$ cat config.mk
export PLATFORM = sky130hd
export DESIGN_NAME = dds_multi_channel
export DESIGN_NICKNAME = d
export VERILOG_FILES = /design/src/rtl/dds_pkg.sv /design/src/rtl/dds_channel.sv /design/src/rtl/dds_multi_channel.sv
export SDC_FILE = /design/constraint.sdc
export NUM_CORES = 1
export LEC_CHECK = 0
export ABC_AREA = 1
export ABC_CLOCK_PERIOD_IN_PS = 3500
export CORE_ASPECT_RATIO = 0.6
export CORE_MARGIN = 3
export CORE_UTILIZATION = 50
export CTS_CLUSTER_DIAMETER = 100
export DETAILED_ROUTE_END_ITERATION = 8
export PLACE_DENSITY_LB_ADDON = 0.25
export SLEW_MARGIN = 20
export SYNTH_ARGS = -nofsm -noshare
export SYNTH_HDL_FRONTEND = slang
export SYNTH_SLANG_ARGS = --single-unit
$ cat constraint.sdc
create_clock -name clk -period 3.5 [get_ports clk]
set_clock_uncertainty 0.05 [all_clocks]
set_input_delay 0.35 -clock clk [delete_from_list [all_inputs] [get_ports clk]]
set_output_delay 0.35 -clock clk [all_outputs]
set_load 0.03 [all_outputs]
$ cat src/rtl/dds_pkg.sv
// Shared types and default widths for the multi-channel DDS.
package dds_pkg;

  typedef enum logic [1:0] {
    SAW      = 2'd0,
    SQUARE   = 2'd1,
    TRIANGLE = 2'd2,
    PULSE    = 2'd3
  } mode_e;

  localparam int unsigned DEF_N_CH  = 2;
  localparam int unsigned DEF_ACC_W = 32;
  localparam int unsigned DEF_OUT_W = 8;

endpackage

$ cat src/rtl/dds_channel.sv
// One DDS channel: accumulator, config shadow, waveform and scale stages.
// Optional amplitude stage enabled by DDS_AMPLITUDE_SCALE_EN.
module dds_channel
  import dds_pkg::*;
#(
  parameter int unsigned ACC_W = DEF_ACC_W,
  parameter int unsigned OUT_W = DEF_OUT_W
) (
  input  logic             clk,
  input  logic             reset_n,
  input  logic             wr_i,
  input  mode_e            mode_i,
  input  logic [ACC_W-1:0] adder_i,
  input  logic [ACC_W-1:0] duty_i,
  input  logic [OUT_W-1:0] amp_i,
  input  logic             imm_i,
  output logic             pend_o,
  output logic [OUT_W-1:0] sample_o
);

  logic [ACC_W-1:0] acc_q, acc_d;
  logic [ACC_W-1:0] adder_q, adder_d;
  logic [ACC_W-1:0] duty_q, duty_d;
  mode_e            mode_q, mode_d;
  logic [OUT_W-1:0] amp_q, amp_d;

  logic [ACC_W-1:0] sh_adder_q;
  logic [ACC_W-1:0] sh_duty_q;
  mode_e            sh_mode_q;
  logic [OUT_W-1:0] sh_amp_q;
  logic             sh_imm_q;
  logic             pend_q, pend_d;

  logic [ACC_W-1:0] sum;
  logic             carry;
  logic             apply;
  logic [OUT_W-1:0] wave_d, wave_q;

  // A stalled channel (adder 0) never wraps, so it takes updates at once.
  always_comb begin
    {carry, sum} = {1'b0, acc_q} + {1'b0, adder_q};
    apply = pend_q & (sh_imm_q | carry | (adder_q == '0));
    acc_d   = sum;
    adder_d = adder_q;
    duty_d  = duty_q;
    mode_d  = mode_q;
    amp_d   = amp_q;
    pend_d  = pend_q;
    if (apply) begin
      adder_d = sh_adder_q;
      duty_d  = sh_duty_q;
      mode_d  = sh_mode_q;
      amp_d   = sh_amp_q;
      pend_d  = 1'b0;
      if (sh_imm_q) acc_d = '0;
    end
    if (wr_i) pend_d = 1'b1;
  end

  always_ff @(posedge clk or negedge reset_n) begin
    if (!reset_n) begin
      acc_q   <= '0;
      adder_q <= '0;
      duty_q  <= '0;
      mode_q  <= SAW;
      amp_q   <= '1;
      pend_q  <= 1'b0;
    end else begin
      acc_q   <= acc_d;
      adder_q <= adder_d;
      duty_q  <= duty_d;
      mode_q  <= mode_d;
      amp_q   <= amp_d;
      pend_q  <= pend_d;
    end
  end

  always_ff @(posedge clk or negedge reset_n) begin
    if (!reset_n) begin
      sh_adder_q <= '0;
      sh_duty_q  <= '0;
      sh_mode_q  <= SAW;
      sh_amp_q   <= '1;
      sh_imm_q   <= 1'b0;
    end else if (wr_i) begin
      sh_adder_q <= adder_i;
      sh_duty_q  <= duty_i;
      sh_mode_q  <= mode_i;
      sh_amp_q   <= amp_i;
      sh_imm_q   <= imm_i;
    end
  end

  always_comb begin
    wave_d = '0;
    unique case (mode_q)
      SAW:      wave_d = acc_q[ACC_W-1 -: OUT_W];
      SQUARE:   wave_d = {OUT_W{acc_q[ACC_W-1]}};
      TRIANGLE: wave_d = acc_q[ACC_W-2 -: OUT_W]
                         ^ {OUT_W{acc_q[ACC_W-1]}};
      PULSE:    wave_d = {OUT_W{acc_q < duty_q}};
      default:  wave_d = '0;
    endcase
  end

  always_ff @(posedge clk or negedge reset_n) begin
    if (!reset_n) wave_q <= '0;
    else          wave_q <= wave_d;
  end

`ifdef DDS_AMPLITUDE_SCALE_EN
  logic [2*OUT_W-1:0] prod;
  logic [OUT_W-1:0]   samp_q;

  assign prod = {{OUT_W{1'b0}}, wave_q} * {{OUT_W{1'b0}}, amp_q};

  always_ff @(posedge clk or negedge reset_n) begin
    if (!reset_n) samp_q <= '0;
    else          samp_q <= prod[2*OUT_W-1:OUT_W];
  end

  assign sample_o = samp_q;
`else
  logic unused_amp;
  assign unused_amp = ^amp_q;
  assign sample_o   = wave_q;
`endif

  assign pend_o = pend_q;

endmodule

$ cat src/rtl/dds_multi_channel.sv
// Multi-channel DDS top: config handshake decode and channel array.
// Amplitude scaling stage selected by DDS_AMPLITUDE_SCALE_EN.
module dds_multi_channel
  import dds_pkg::*;
#(
  parameter  int unsigned N_CH  = DEF_N_CH,
  parameter  int unsigned ACC_W = DEF_ACC_W,
  parameter  int unsigned OUT_W = DEF_OUT_W,
  localparam int unsigned CH_W  = (N_CH > 1) ? $clog2(N_CH) : 1
) (
  input  logic                 clk,
  input  logic                 reset_n,
  input  logic                 cfg_valid,
  output logic                 cfg_ready,
  input  logic [CH_W-1:0]      cfg_ch,
  input  logic [1:0]           cfg_mode,
  input  logic [ACC_W-1:0]     cfg_adder,
  input  logic [ACC_W-1:0]     cfg_duty,
  input  logic [OUT_W-1:0]     cfg_amplitude,
  input  logic                 cfg_immediate,
  output logic [N_CH*OUT_W-1:0] sample_out
);

  localparam int unsigned N_SEL = 2 ** CH_W;

  logic [N_CH-1:0]  pend;
  logic [N_SEL-1:0] pend_ext;
  logic             accept;

  // Unpopulated channel slots never pend, so such writes are taken and dropped.
  for (genvar i = 0; i < N_SEL; i++) begin : g_sel
    if (i < N_CH) begin : g_on
      assign pend_ext[i] = pend[i];
    end else begin : g_off
      assign pend_ext[i] = 1'b0;
    end
  end

  assign cfg_ready = !pend_ext[cfg_ch];
  assign accept    = cfg_valid & cfg_ready;

  for (genvar k = 0; k < N_CH; k++) begin : g_ch
    dds_channel #(
      .ACC_W (ACC_W),
      .OUT_W (OUT_W)
    ) u_ch (
      .clk      (clk),
      .reset_n  (reset_n),
      .wr_i     (accept && (cfg_ch == CH_W'(k))),
      .mode_i   (mode_e'(cfg_mode)),
      .adder_i  (cfg_adder),
      .duty_i   (cfg_duty),
      .amp_i    (cfg_amplitude),
      .imm_i    (cfg_immediate),
      .pend_o   (pend[k]),
      .sample_o (sample_out[k*OUT_W +: OUT_W])
    );
  end

endmodule

Word level (Yosys, flattened, before mapping)
Index checks and enable logic that the tools add are counted.

operators by class
  $add $sub $neg = 2
  multiply operators = 0
  div/mod/pow operators = 0
  $lt $le $gt $ge = 3
  equality and inequality tests = 6
  shift-type cells = 0
  muxes and demuxes = 12
  bitwise gates (word level) = 10
  reductions and logical operators = 9

operators by type and width
  kind                                                                  number
  32-bit 2-to-1 mux                                                     4
  32-bit by 32-bit adder with 33-bit output                             2
  32-bit zero test                                                      2
  32-bit < comparator                                                   2
  8-bit one-hot mux with 4 select lines                                 2
  8-bit XOR                                                             2
  2-bit == test, second input constant                                  4
  1-bit 2-to-1 mux                                                      6
  2-bit by 1-bit == test with 1-bit output, second input constant       2
  2-bit zero test                                                       2
  1-bit OR                                                              4
  2-bit nonzero test                                                    2
  1-bit AND                                                             3
  1-bit logical AND                                                     2
  1-bit by 2-bit < comparator with 1-bit output, second input constant  1
  1-bit zero test                                                       1
  1-bit NOT                                                             1

storage, ports and cells
  flip-flop bits (word level) = 348
  bits in latches = 0
  RAM bits = 0
  memory bits (read-only) = 0
  input bits = 79
  memories kept = 0

Logic depth before layout (Yosys ltp)
Gate-level depths: netlist of the first run.

  depth after elaboration = 6
  gate-level depth with buffers = 16
  gate-level depth less buffers = 14

By module
A second synthesis of the first run with hierarchy kept.

unflattened totals
  cell total of the unflattened synthesis = 2591
  area total of the unflattened synthesis = 19274.7 um^2

modules (own cells, without submodules)
  module             times used  cells each  area each (um^2)
  dds_channel        2           1291        9618.0
  dds_multi_channel  1           9           38.8

Least setup slack after synthesis of the first run
Ideal clock, no wire load.

  kind = register to register
  start point = register g_ch[1].u_ch.adder_q[0]
  end point = register g_ch[1].u_ch.mode_q[0]
  data arrival time = 2032 ps
  data required time = 3333 ps
  path slack = 1302 ps
  stages on the path, launching flop included = 16
  clock period less this slack = 2198 ps
  path through = dfrtp_1 > ha_1 > inv_1 > fa_1 > o21ai_1 > nand3_1 > nand2_1 > nand2_1 > nand3_2 > nand2_2 > nand2_4 > nand2_2 > buf_6 > buf_6 > nand2_1 > nand2_1

between the ends
  longest elaborated chain between the ends = 4
  elaborated cells on any way between the ends = 5
  classes of those cells = 1 x add/sub; 3 x bitwise; 1 x reduce/logical

RTL lines
  element                                    line               source
  from (decl)                                dds_channel.sv:22  logic [ACC_W-1:0] adder_q, adder_d;
  from (signal assigned)                     dds_channel.sv:70  adder_q <= adder_d;
  32-bit by 32-bit adder with 33-bit output  dds_channel.sv:41  {carry, sum} = {1'b0, acc_q} + {1'b0, adder_q};
  1-bit OR                                   dds_channel.sv:42  apply = pend_q & (sh_imm_q | carry | (adder_q == '0));
  1-bit OR *                                 dds_channel.sv:42
  1-bit AND *                                dds_channel.sv:42
  to (signal assigned)                       dds_channel.sv:72  mode_q <= mode_d;
  to (decl)                                  dds_channel.sv:24  mode_e mode_q, mode_d;

Every way passes the cells marked *; elsewhere a longest branch is shown, timed or not.
A chain may end at the register's enable or synchronous reset.

Worst setup path in the final report of the first run
  start point = register g_ch[0].u_ch.adder_q[0]
  end point = register g_ch[0].u_ch.duty_q[1]

between the ends
  longest elaborated chain between the ends = 4
  elaborated cells on any way between the ends = 5
  classes of those cells = 1 x add/sub; 3 x bitwise; 1 x reduce/logical

RTL lines
  element                                    line               source
  from (decl)                                dds_channel.sv:22
  from (signal assigned)                     dds_channel.sv:70
  32-bit by 32-bit adder with 33-bit output  dds_channel.sv:41
  1-bit OR                                   dds_channel.sv:42
  1-bit OR *                                 dds_channel.sv:42
  1-bit AND *                                dds_channel.sv:42
  to (signal assigned)                       dds_channel.sv:71  duty_q <= duty_d;
  to (decl)                                  dds_channel.sv:23  logic [ACC_W-1:0] duty_q, duty_d;

Marked as above.

==> impl_metrics.env, run 1 <==
export IMPL_synthTopCellsByArea="dfrtp_1 (45%), nand2_1 (16%), ha_1 (8.2%), inv_1 (6.6%), nand3_1 (5.2%)"
export IMPL_finalSetupViolCount=0
export IMPL_slew_headroom_pct=49.4
export IMPL_path_clk_slew_ps=60
export IMPL_drt_total_wl_mm=49.7
export IMPL_portBuffers=87
export IMPL_ys_seq_area_share_pct=45.4
export IMPL_critPathKind="reg -> reg"
export IMPL_synth_mux_area_share_pct=0
export IMPL_timing_fmax_mhz=324
export IMPL_initial_core_util_pct=51.7
export IMPL_avgSynthCellArea_sq_um=7.59
export IMPL_hold_violations=0
export IMPL_clock_sinks=348
export IMPL_grt_pass1_vias=15500
export IMPL_synth_compound_area_share_pct=8.62
export IMPL_synth_top_cell_area_share_pct=45.4
export IMPL_finalNonFillerCells=3119
export IMPL_hold_path_class="in -> reg"
export IMPL_vias_per_cell=5.21
export IMPL_synth_seq_cells=348
export IMPL_grt_start_max_net_pins=98
export IMPL_row_count=54
export IMPL_period_needed_ps=3090
export IMPL_ys_warn_count=0
export IMPL_finalCritPeriodShare_pct=88.3
export IMPL_synth_largest_area_cell="dfrtp_1"
export IMPL_nets=2794
export IMPL_yosys_area_share_simple_pct=27.4
export IMPL_drt_first_pass_iters=5
export IMPL_critical_path_required_ps=3900
export IMPL_tns_ps=0
export IMPL_cp_end_kind="register"
export IMPL_drv_slew=0
export IMPL_overflow=0
export IMPL_gp_congestion=0.962
export IMPL_ant_nets=0
export IMPL_synth_common_cells="nand2_1 (837), dfrtp_1 (348), inv_1 (338)"
export IMPL_nFillCells=3407
export IMPL_die_area_sq_um=40800
export IMPL_boundaryPins=96
export IMPL_cts_root_buf="clkbuf_16"
export IMPL_synth_edf_count=0
export IMPL_async_flop_share_pct=100
export IMPL_htreeDepth=2
export IMPL_status="completed"
export IMPL_drc=0
export IMPL_grt_pass1_wl_mm=80.7
export IMPL_die_h_um=158
export IMPL_grt_usage_pct=24.7
export IMPL_place_inst=3053
export IMPL_core_area_sq_um=37100
export IMPL_tightestPinTransition_ps=760
export IMPL_final_layout_size_suffix_gt1_share_pct=4.36
export IMPL_rsz0062_at_grt="false"
export IMPL_clk_path_buf_depth=3
export IMPL_arrival_ps=3490
export IMPL_yosysMostFrequentCell="nand2_1"
export IMPL_die_w_um=259
export IMPL_synthFlopType="dfrtp_1"
export IMPL_synth_xor_area_share_pct=1.19
export IMPL_wl_per_cell_um=15.9
export IMPL_p_leak_nw=11.7
export IMPL_vias=16300
export IMPL_synth_top_family_by_area="simple AND/OR/NAND/NOR gates"
export IMPL_fin_total_pwr_mw=22.1
export IMPL_synthAdderAreaFrac_pct=8.43
export IMPL_maxCapViolations=0
export IMPL_syn_area_sq_um=19200
export IMPL_ir_drop_mv=0.542
export IMPL_synthesis_nets=2733
export IMPL_dp_hpwl_mm=37.3
export IMPL_first_iter_violations=1367
export IMPL_power_density_nw_per_um2=1010
export IMPL_cts_inserted_buffers=35
export IMPL_critPathLaunchType="register"
export IMPL_cts_tree="built"
export IMPL_yosysUniqueCellTypes=33
export IMPL_clock_latency_ps=530
export IMPL_area_delta_synth_final_pct=13.5
export IMPL_antenna_found_initial=0
export IMPL_cp_max_fo=66
export IMPL_syn_instance_count=2526
per-stage QoR:
stage                     area (sq um)  hold WS, ps  utilization (%)  worst slack [ps]
after floorplan                  19200         4.41                -              1300
after global placement           20500          389             55.2               561
after detailed placement         20500          394             55.2               492
after CTS                        21700          334             58.6               454
after global routing             21700          363             58.6               184
final                            21800          361             58.6               409
state kept, by name, indices dropped and copies added (netlist names):
| register | flops |
|---|---|
| g_ch.u_ch.acc_q | 64 |
| g_ch.u_ch.adder_q | 64 |
| g_ch.u_ch.duty_q | 64 |
| g_ch.u_ch.mode_q | 4 |
| g_ch.u_ch.pend_o | 2 |
| g_ch.u_ch.sample_o | 16 |
| g_ch.u_ch.sh_adder_q | 64 |
| g_ch.u_ch.sh_duty_q | 64 |
| g_ch.u_ch.sh_imm_q | 2 |
| g_ch.u_ch.sh_mode_q | 4 |
cell families (layout without fill, tap and decap cells):
group                    count (synthesis)  after routing
AO/OA/AOI/OAI                          321            321
XOR/XNOR                                26             26
adder cells (fa/ha/maj)                128            128
buffers and inverters                  420            508
flip-flops                             348            348
other                                    0              1
AND/OR/NAND/NOR                       1283           1283
worst paths after layout:
| check | start | to | slack (ps) | cells after the start |
|---|---|---|---|---|
| max in group asynchronous | reset_n | g_ch[0].u_ch.sh_adder_q[6]$_DFFE_PN0P_ | 2030 | 3 |
| worst min register to register | g_ch[1].u_ch.duty_q[29]$_DFFE_PN0P_ | g_ch[1].u_ch.duty_q[29]$_DFFE_PN0P_ | 420 | 2 |
| worst max-delay path | g_ch[0].u_ch.adder_q[0]$_DFFE_PN0P_ | g_ch[0].u_ch.duty_q[1]$_DFFE_PN0P_ | 410 | 13 |
| worst min-delay path | cfg_duty[5] | g_ch[1].u_ch.sh_duty_q[5]$_DFFE_PN0P_ | 360 | 3 |
| worst max register to register | g_ch[0].u_ch.adder_q[0]$_DFFE_PN0P_ | g_ch[0].u_ch.duty_q[1]$_DFFE_PN0P_ | 410 | 13 |
| min in group asynchronous | reset_n | g_ch[1].u_ch.acc_q[28]$_DFF_PN0_ | 400 | 2 |
per-layer routing:
layer  routed length (um)  vias up  GRT usage [%]
met2                21200      408           37.1
li1                     -     8117              -
met1                24500     7679           36.9
met5                    0        -              0
met4                  476        0           3.62
met3                 3560       46           6.19
layout by cell type, fill, tap and decap left out, types with 19 or more instances in the layout:
cell / synthesis / routed
nor3_1: 19 / 19
a21oi_1: 135 / 135
nand2_1: 837 / 836
dfrtp_1: 348 / 346
or2_2: 19 / 19
inv_1: 338 / 338
clkdlybuf4s50_1: 0 / 86
ha_1: 126 / 126
clkbuf_16: 0 / 36
nand3_1: 201 / 200
o21ai_0: 165 / 165
xnor2_1: 24 / 24
nor2_1: 167 / 167
worst max-delay path, cell delays in order, from the launching register on:
cell	delay, ps
dfrtp_1	380
ha_1	180
inv_1	50
fa_1	420
o21ai_1	300
nand3_1	120
nand2_1	180
nand2_1	170
nand3_2	140
nand2_2	60
nand2_2	70
buf_4	550
nand3_1	200
nand2_1	120
cell type report:
| class | instances | area [sq um] | share of cell area, % |
|---|---|---|---|
| multi-input cells | 1758 | 8770 | 40.3 |
| repair buffers | 105 | 1100 | 5.06 |
| inverters | 339 | 1270 | 5.85 |
| diodes | 1 | 2.50 | 0.0115 |
| flip-flops and latches | 348 | 8710 | 40.0 |
| well taps | 504 | 631 | 2.90 |
| clock inverters | 16 | 254 | 1.17 |
| clock buffers | 48 | 1010 | 4.62 |
power by group:
part           leakage, nW  switching, mW  internal [mW]
clock network        0.620           1.63           2.48
logic                 6.69           6.83           3.86
registers             4.36           1.40           5.86
what timing repair did:
item | 4_1_cts | 5_1_grt
hold endpoints to repair | 93 | 0
resized for setup | 0 | 0
hold buffers | 1 | 0
setup buffers | 0 | 0
Note: power is estimated with default switching activity, not from simulation.
==> run 2: changes to the inputs <==
--- a/config.mk
+++ b/config.mk
@@ -6,7 +6,7 @@
 export NUM_CORES = 1
 export LEC_CHECK = 0
 export ABC_AREA = 1
-export ABC_CLOCK_PERIOD_IN_PS = 3500
+export ABC_CLOCK_PERIOD_IN_PS = 2800
 export CORE_ASPECT_RATIO = 0.6
 export CORE_MARGIN = 3
 export CORE_UTILIZATION = 50
==> constraint.sdc (replaced) <==
create_clock -name clk -period 2.8 [get_ports clk]
set_clock_uncertainty 0.05 [all_clocks]
set_input_delay 0.28 -clock clk [delete_from_list [all_inputs] [get_ports clk]]
set_output_delay 0.28 -clock clk [all_outputs]
set_load 0.03 [all_outputs]
==> impl_metrics.env, run 2 (synthesized netlist as in run 1, its figures left out) <==
export IMPL_status="completed"
export IMPL_overflow=0
export IMPL_clk_path_buf_depth=3
export IMPL_tightestPinTransition_ps=670
export IMPL_nets=2808
export IMPL_drc=0
export IMPL_hold_violations=0
export IMPL_grt_pass1_wl_mm=83.6
export IMPL_hold_path_class="in -> async"
export IMPL_antenna_found_initial=2
export IMPL_r2r_cells=14
export IMPL_timing_fmax_mhz=379
export IMPL_clock_sinks=348
export IMPL_portBuffers=87
export IMPL_switchingPower_mw=12.6
export IMPL_finalCritPeriodShare_pct=94.1
export IMPL_die_w_um=259
export IMPL_power_density_nw_per_um2=1280
export IMPL_die_h_um=158
export IMPL_cp_end_kind="register"
export IMPL_cts_root_buf="clkbuf_16"
export IMPL_vias_per_cell=5.29
export IMPL_max_stage_delay_ps=420
export IMPL_final_layout_size_suffix_gt1_share_pct=4.92
export IMPL_reg2reg_to="g_ch[1].u_ch.duty_q[24]$_DFFE_PN0P_"
export IMPL_critPathKind="reg -> reg"
export IMPL_tns_ps=0
export IMPL_path_clk_slew_ps=60
export IMPL_die_area_sq_um=40800
export IMPL_switching_share_pct=44.8
export IMPL_power_share_combinational_pct=49.7
export IMPL_critical_path_top_delay_family="simple AND/OR/NAND/NOR gates"
export IMPL_path_cells="ha_1 > inv_1 > fa_1 > o21ai_2 > nand3_1 > nand2_2 > nand2_2 > nand3_2 > nand2_2 > nand2_4 > nand2_2 > clkbuf_16 > nand2_1 > nand2_1"
export IMPL_critical_path_required_ps=3150
export IMPL_arrival_ps=2990
export IMPL_n_antenna_cell=0
export IMPL_p_leak_nw=11.8
export IMPL_gp_congestion=0.930
export IMPL_clock_latency_ps=530
export IMPL_finalSetupViolCount=0
export IMPL_htreeDepth=2
export IMPL_rrSetupSlack_ps=160
export IMPL_r2r_start="g_ch[1].u_ch.adder_q[0]$_DFFE_PN0P_"
export IMPL_cell_internal_pwr_mw=15.5
export IMPL_dp_hpwl_mm=38.8
export IMPL_period_needed_ps=2640
export IMPL_fin_util_pct=59.2
export IMPL_area_delta_synth_final_pct=14.5
export IMPL_cts_inserted_buffers=35
export IMPL_critPathLaunchType="register"
export IMPL_mostFrequentLayoutCells="nand2_1 (833), dfrtp_1 (346), inv_1 (338)"
export IMPL_hold_ws_ps=289
export IMPL_cp_max_fo=33
export IMPL_pwr_share_seq_pct=32.4
export IMPL_clkPwrFrac_pct=17.9
export IMPL_drt_total_wl_mm=52.1
export IMPL_row_count=54
export IMPL_grt_usage_pct=25.7
export IMPL_boundaryPins=96
export IMPL_ir_drop_mv=0.574
export IMPL_nFillCells=3387
export IMPL_rsz0062_at_grt="false"
export IMPL_drv_slew=0
export IMPL_first_iter_violations=1470
export IMPL_drt_first_pass_iters=5
export IMPL_cpMaxStageDelayCell="fa_1"
export IMPL_cp_num_buf_inv=2
export IMPL_crit_path_frequent_cell="nand2_2"
export IMPL_layout_commonest_cell="nand2_1"
export IMPL_slew_headroom_pct=55.3
export IMPL_initial_core_util_pct=51.7
export IMPL_wl_per_cell_um=16.7
export IMPL_core_area_sq_um=37100
export IMPL_vias=16500
export IMPL_grt_start_max_net_pins=136
export IMPL_maxCapViolations=0
export IMPL_grt_pass1_vias=16000
export IMPL_cts_tree="built"
export IMPL_ant_nets=0
-- run 2: worst max-delay path by stage --
stage                                                endpoint                                start  cells after the start  slack [ps]
after floorplan            g_ch[1].u_ch.mode_q[0]$_DFFE_PN0P_  g_ch[1].u_ch.adder_q[0]$_DFFE_PN0P_                     15         600
after global placement    g_ch[0].u_ch.duty_q[27]$_DFFE_PN0P_  g_ch[0].u_ch.adder_q[0]$_DFFE_PN0P_                     14         130
after detailed placement  g_ch[0].u_ch.duty_q[28]$_DFFE_PN0P_  g_ch[0].u_ch.adder_q[0]$_DFFE_PN0P_                     14          60
after CTS                 g_ch[0].u_ch.duty_q[23]$_DFFE_PN0P_  g_ch[0].u_ch.adder_q[0]$_DFFE_PN0P_                     14          50
after global routing       g_ch[0].u_ch.duty_q[1]$_DFFE_PN0P_  g_ch[0].u_ch.adder_q[0]$_DFFE_PN0P_                     14          20
final                     g_ch[1].u_ch.duty_q[24]$_DFFE_PN0P_  g_ch[1].u_ch.adder_q[0]$_DFFE_PN0P_                     14         160
-- run 2: timing repair --
action | in CTS | in global routing
hold buffers | 1 | 0
buffers inserted | 0 | 1
gates resized for setup | 0 | 9
hold endpoints to repair | 64 | 0
endpoints found under the setup margin | 0 | 133
-- run 2: per-layer routing --
metal	GRT usage (%)	up-vias	share of wire (%)
met1	38.9	7869	49
li1	-	8150	-
met3	5.42	63	7.4
met4	4.34	4	1.4
met5	0	-	0.040
met2	38.6	446	42
-- run 2: final cells by class --
| cell class | instances | area (sq um) | share of cell area [%] |
|---|---|---|---|
| Clock buffer | 46 | 990 | 4.51 |
| Clock inverter | 13 | 221 | 1.01 |
| Tap cell | 504 | 631 | 2.87 |
| Sequential cell | 348 | 8710 | 39.7 |
| Inverter | 339 | 1270 | 5.80 |
| Timing Repair Buffer | 119 | 1320 | 6.02 |
| Multi-Input combinational cell | 1758 | 8800 | 40.1 |
-- run 2: power groups by stage --
stage	sequential [mW]	combinational, mW	clock, mW
floorplan	8.66	10.0	0
global placement	9.12	13.0	0
detailed placement	9.18	13.4	0
CTS	9.11	13.6	5.11
global route	9.38	16.0	5.33
finish	9.12	14.0	5.04
-- run 2: worst register-to-register path: stages (launching register included) --
cell	delay, ps
dfrtp_1	380
ha_1	180
inv_1	50
fa_1	420
o21ai_2	210
nand3_1	130
nand2_2	140
nand2_2	130
nand3_2	110
nand2_2	60
nand2_4	120
nand2_2	130
clkbuf_16	260
nand2_1	90
nand2_1	50
-- run 2: through the flow --
step / total power, mW / instances / setup WS, ps / area (sq um)
floorplan: 18.7 / 2526 / 602 / 19200
global placement: 22.1 / 3063 / 127 / 20600
detailed placement: 22.6 / 3063 / 63.7 / 20600
CTS: 27.8 / 3123 / 46.1 / 21800
global route: 30.7 / 3127 / 21.5 / 21900
finish: 28.1 / 3127 / 165 / 21900
==> run 3: changes to the inputs <==
--- a/config.mk
+++ b/config.mk
@@ -13,6 +13,7 @@
 export CTS_CLUSTER_DIAMETER = 100
 export DETAILED_ROUTE_END_ITERATION = 8
 export PLACE_DENSITY_LB_ADDON = 0.25
+export SKIP_CTS_REPAIR_TIMING = 1
 export SLEW_MARGIN = 20
 export SYNTH_ARGS = -nofsm -noshare
 export SYNTH_HDL_FRONTEND = slang
==> impl_metrics.env, run 3 (synthesized netlist as in run 1, its figures left out) <==
export IMPL_die_area_sq_um=40800
export IMPL_cts_inserted_buffers=35
export IMPL_grt_pass1_vias=16000
export IMPL_vias_per_cell=5.29
export IMPL_die_w_um=259
export IMPL_r2r_cells=14
export IMPL_cts_tree="built"
export IMPL_nets=2808
export IMPL_rsz0062_at_grt="false"
export IMPL_reg2reg_to="g_ch[1].u_ch.duty_q[24]$_DFFE_PN0P_"
export IMPL_tightestPinTransition_ps=671
export IMPL_arrival_ps=2990
export IMPL_cp_num_buf_inv=2
export IMPL_htreeDepth=2
export IMPL_ir_drop_mv=0.574
export IMPL_clk_path_buf_depth=3
export IMPL_path_clk_slew_ps=60
export IMPL_hold_violations=0
export IMPL_clock_sinks=348
export IMPL_place_inst=3063
export IMPL_die_h_um=158
export IMPL_overflow=0
export IMPL_period_needed_ps=2630
export IMPL_grt_pass1_wl_mm=83.6
export IMPL_final_layout_size_suffix_gt1_share_pct=4.92
export IMPL_slew_headroom_pct=55.3
export IMPL_tns_ps=0
export IMPL_portBuffers=87
export IMPL_critPathKind="reg -> reg"
export IMPL_nFillCells=3387
export IMPL_boundaryPins=96
export IMPL_status="completed"
export IMPL_critical_path_top_delay_family="simple AND/OR/NAND/NOR gates"
export IMPL_mostFrequentLayoutCells="nand2_1 (833), dfrtp_1 (346), inv_1 (338)"
export IMPL_cp_max_fo=33
export IMPL_drc=0
export IMPL_layout_commonest_cell="nand2_1"
export IMPL_grt_start_max_net_pins=136
export IMPL_row_count=54
export IMPL_hold_path_class="in -> async"
export IMPL_ant_nets=0
export IMPL_crit_path_frequent_cell="nand2_2"
export IMPL_finalSetupViolCount=0
export IMPL_critPathLaunchType="register"
export IMPL_setup_ws_ps=166
export IMPL_critical_path_required_ps=3150
export IMPL_drt_total_wl_mm=52.2
export IMPL_power_density_nw_per_um2=1280
export IMPL_gp_congestion=0.930
export IMPL_rrSetupSlack_ps=170
export IMPL_grt_usage_pct=25.7
export IMPL_hold_ws_ps=280
export IMPL_path_cells="ha_1 > inv_1 > fa_1 > o21ai_2 > nand3_1 > nand2_2 > nand2_2 > nand3_2 > nand2_2 > nand2_4 > nand2_2 > clkbuf_16 > nand2_1 > nand2_1"
export IMPL_timing_fmax_mhz=380
export IMPL_core_area_sq_um=37100
export IMPL_n_antenna_cell=0
export IMPL_vias=16500
export IMPL_cts_root_buf="clkbuf_16"
export IMPL_initial_core_util_pct=51.7
export IMPL_first_iter_violations=1491
export IMPL_finalNonFillerCells=3127
export IMPL_r2r_start="g_ch[1].u_ch.adder_q[0]$_DFFE_PN0P_"
export IMPL_area_delta_synth_final_pct=14.5
export IMPL_place_ws_ps=63.7
export IMPL_clock_latency_ps=530
export IMPL_finalCritPeriodShare_pct=94.1
export IMPL_cp_end_kind="register"
export IMPL_max_stage_delay_ps=420
export IMPL_dp_hpwl_mm=38.8
export IMPL_drv_slew=0
export IMPL_p_leak_nw=11.8
export IMPL_drt_first_pass_iters=6
export IMPL_wl_per_cell_um=16.7
export IMPL_cpMaxStageDelayCell="fa_1"
export IMPL_maxCapViolations=0
export IMPL_antenna_found_initial=2
run 3: stage by stage:
step	cell area, sq um	utilization, %	power (mW)
2_1_floorplan	19200	-	18.7
3_3_place_gp	20600	55.5	22.1
3_5_place_dp	20600	55.5	22.6
4_1_cts	21800	58.8	27.8
5_1_grt	21900	59.2	30.7
6_report	21900	59.2	28.1
run 3: how the worst max path moves through the flow:
stage,cells past startpoint,end,start,slack [ps]
finish,14,g_ch[1].u_ch.duty_q[24]$_DFFE_PN0P_,g_ch[1].u_ch.adder_q[0]$_DFFE_PN0P_,170
global route,14,g_ch[0].u_ch.duty_q[1]$_DFFE_PN0P_,g_ch[0].u_ch.adder_q[0]$_DFFE_PN0P_,20
CTS,14,g_ch[0].u_ch.duty_q[23]$_DFFE_PN0P_,g_ch[0].u_ch.adder_q[0]$_DFFE_PN0P_,50
detailed placement,14,g_ch[0].u_ch.duty_q[28]$_DFFE_PN0P_,g_ch[0].u_ch.adder_q[0]$_DFFE_PN0P_,60
global placement,14,g_ch[0].u_ch.duty_q[27]$_DFFE_PN0P_,g_ch[0].u_ch.adder_q[0]$_DFFE_PN0P_,130
floorplan,15,g_ch[1].u_ch.mode_q[0]$_DFFE_PN0P_,g_ch[1].u_ch.adder_q[0]$_DFFE_PN0P_,600
run 3: layer usage:
| metal | vias to the layer above | wire length, um | global-route usage (%) |
|---|---|---|---|
| met5 | - | 23 | 0 |
| met4 | 4 | 763 | 4.34 |
| met3 | 69 | 3870 | 5.44 |
| met2 | 430 | 21800 | 38.6 |
| met1 | 7883 | 25700 | 38.8 |
| li1 | 8149 | - | - |
run 3: where the power goes:
| group | internal [mW] | switching (mW) |
|---|---|---|
| clock | 3.04 | 2.00 |
| combinational | 5.14 | 8.82 |
| sequential | 7.33 | 1.79 |
| total | 15.5 | 12.6 |
run 3: area by class of cell:
cell class	count	area [sq um]	area share [%]
sequential	348	8710	39.7
multi-input combinational	1758	8800	40.1
timing repair buffer	119	1320	6.02
clock buffer	46	990	4.51
inverter	339	1270	5.80
clock inverter	13	221	1.01
tap	504	631	2.87
run 3: worst register-to-register path, stage by stage (launching register included):
cell	delay, ps
dfrtp_1	380
ha_1	180
inv_1	50
fa_1	420
o21ai_2	210
nand3_1	130
nand2_2	140
nand2_2	120
nand3_2	110
nand2_2	60
nand2_4	120
nand2_2	120
clkbuf_16	260
nand2_1	90
nand2_1	50
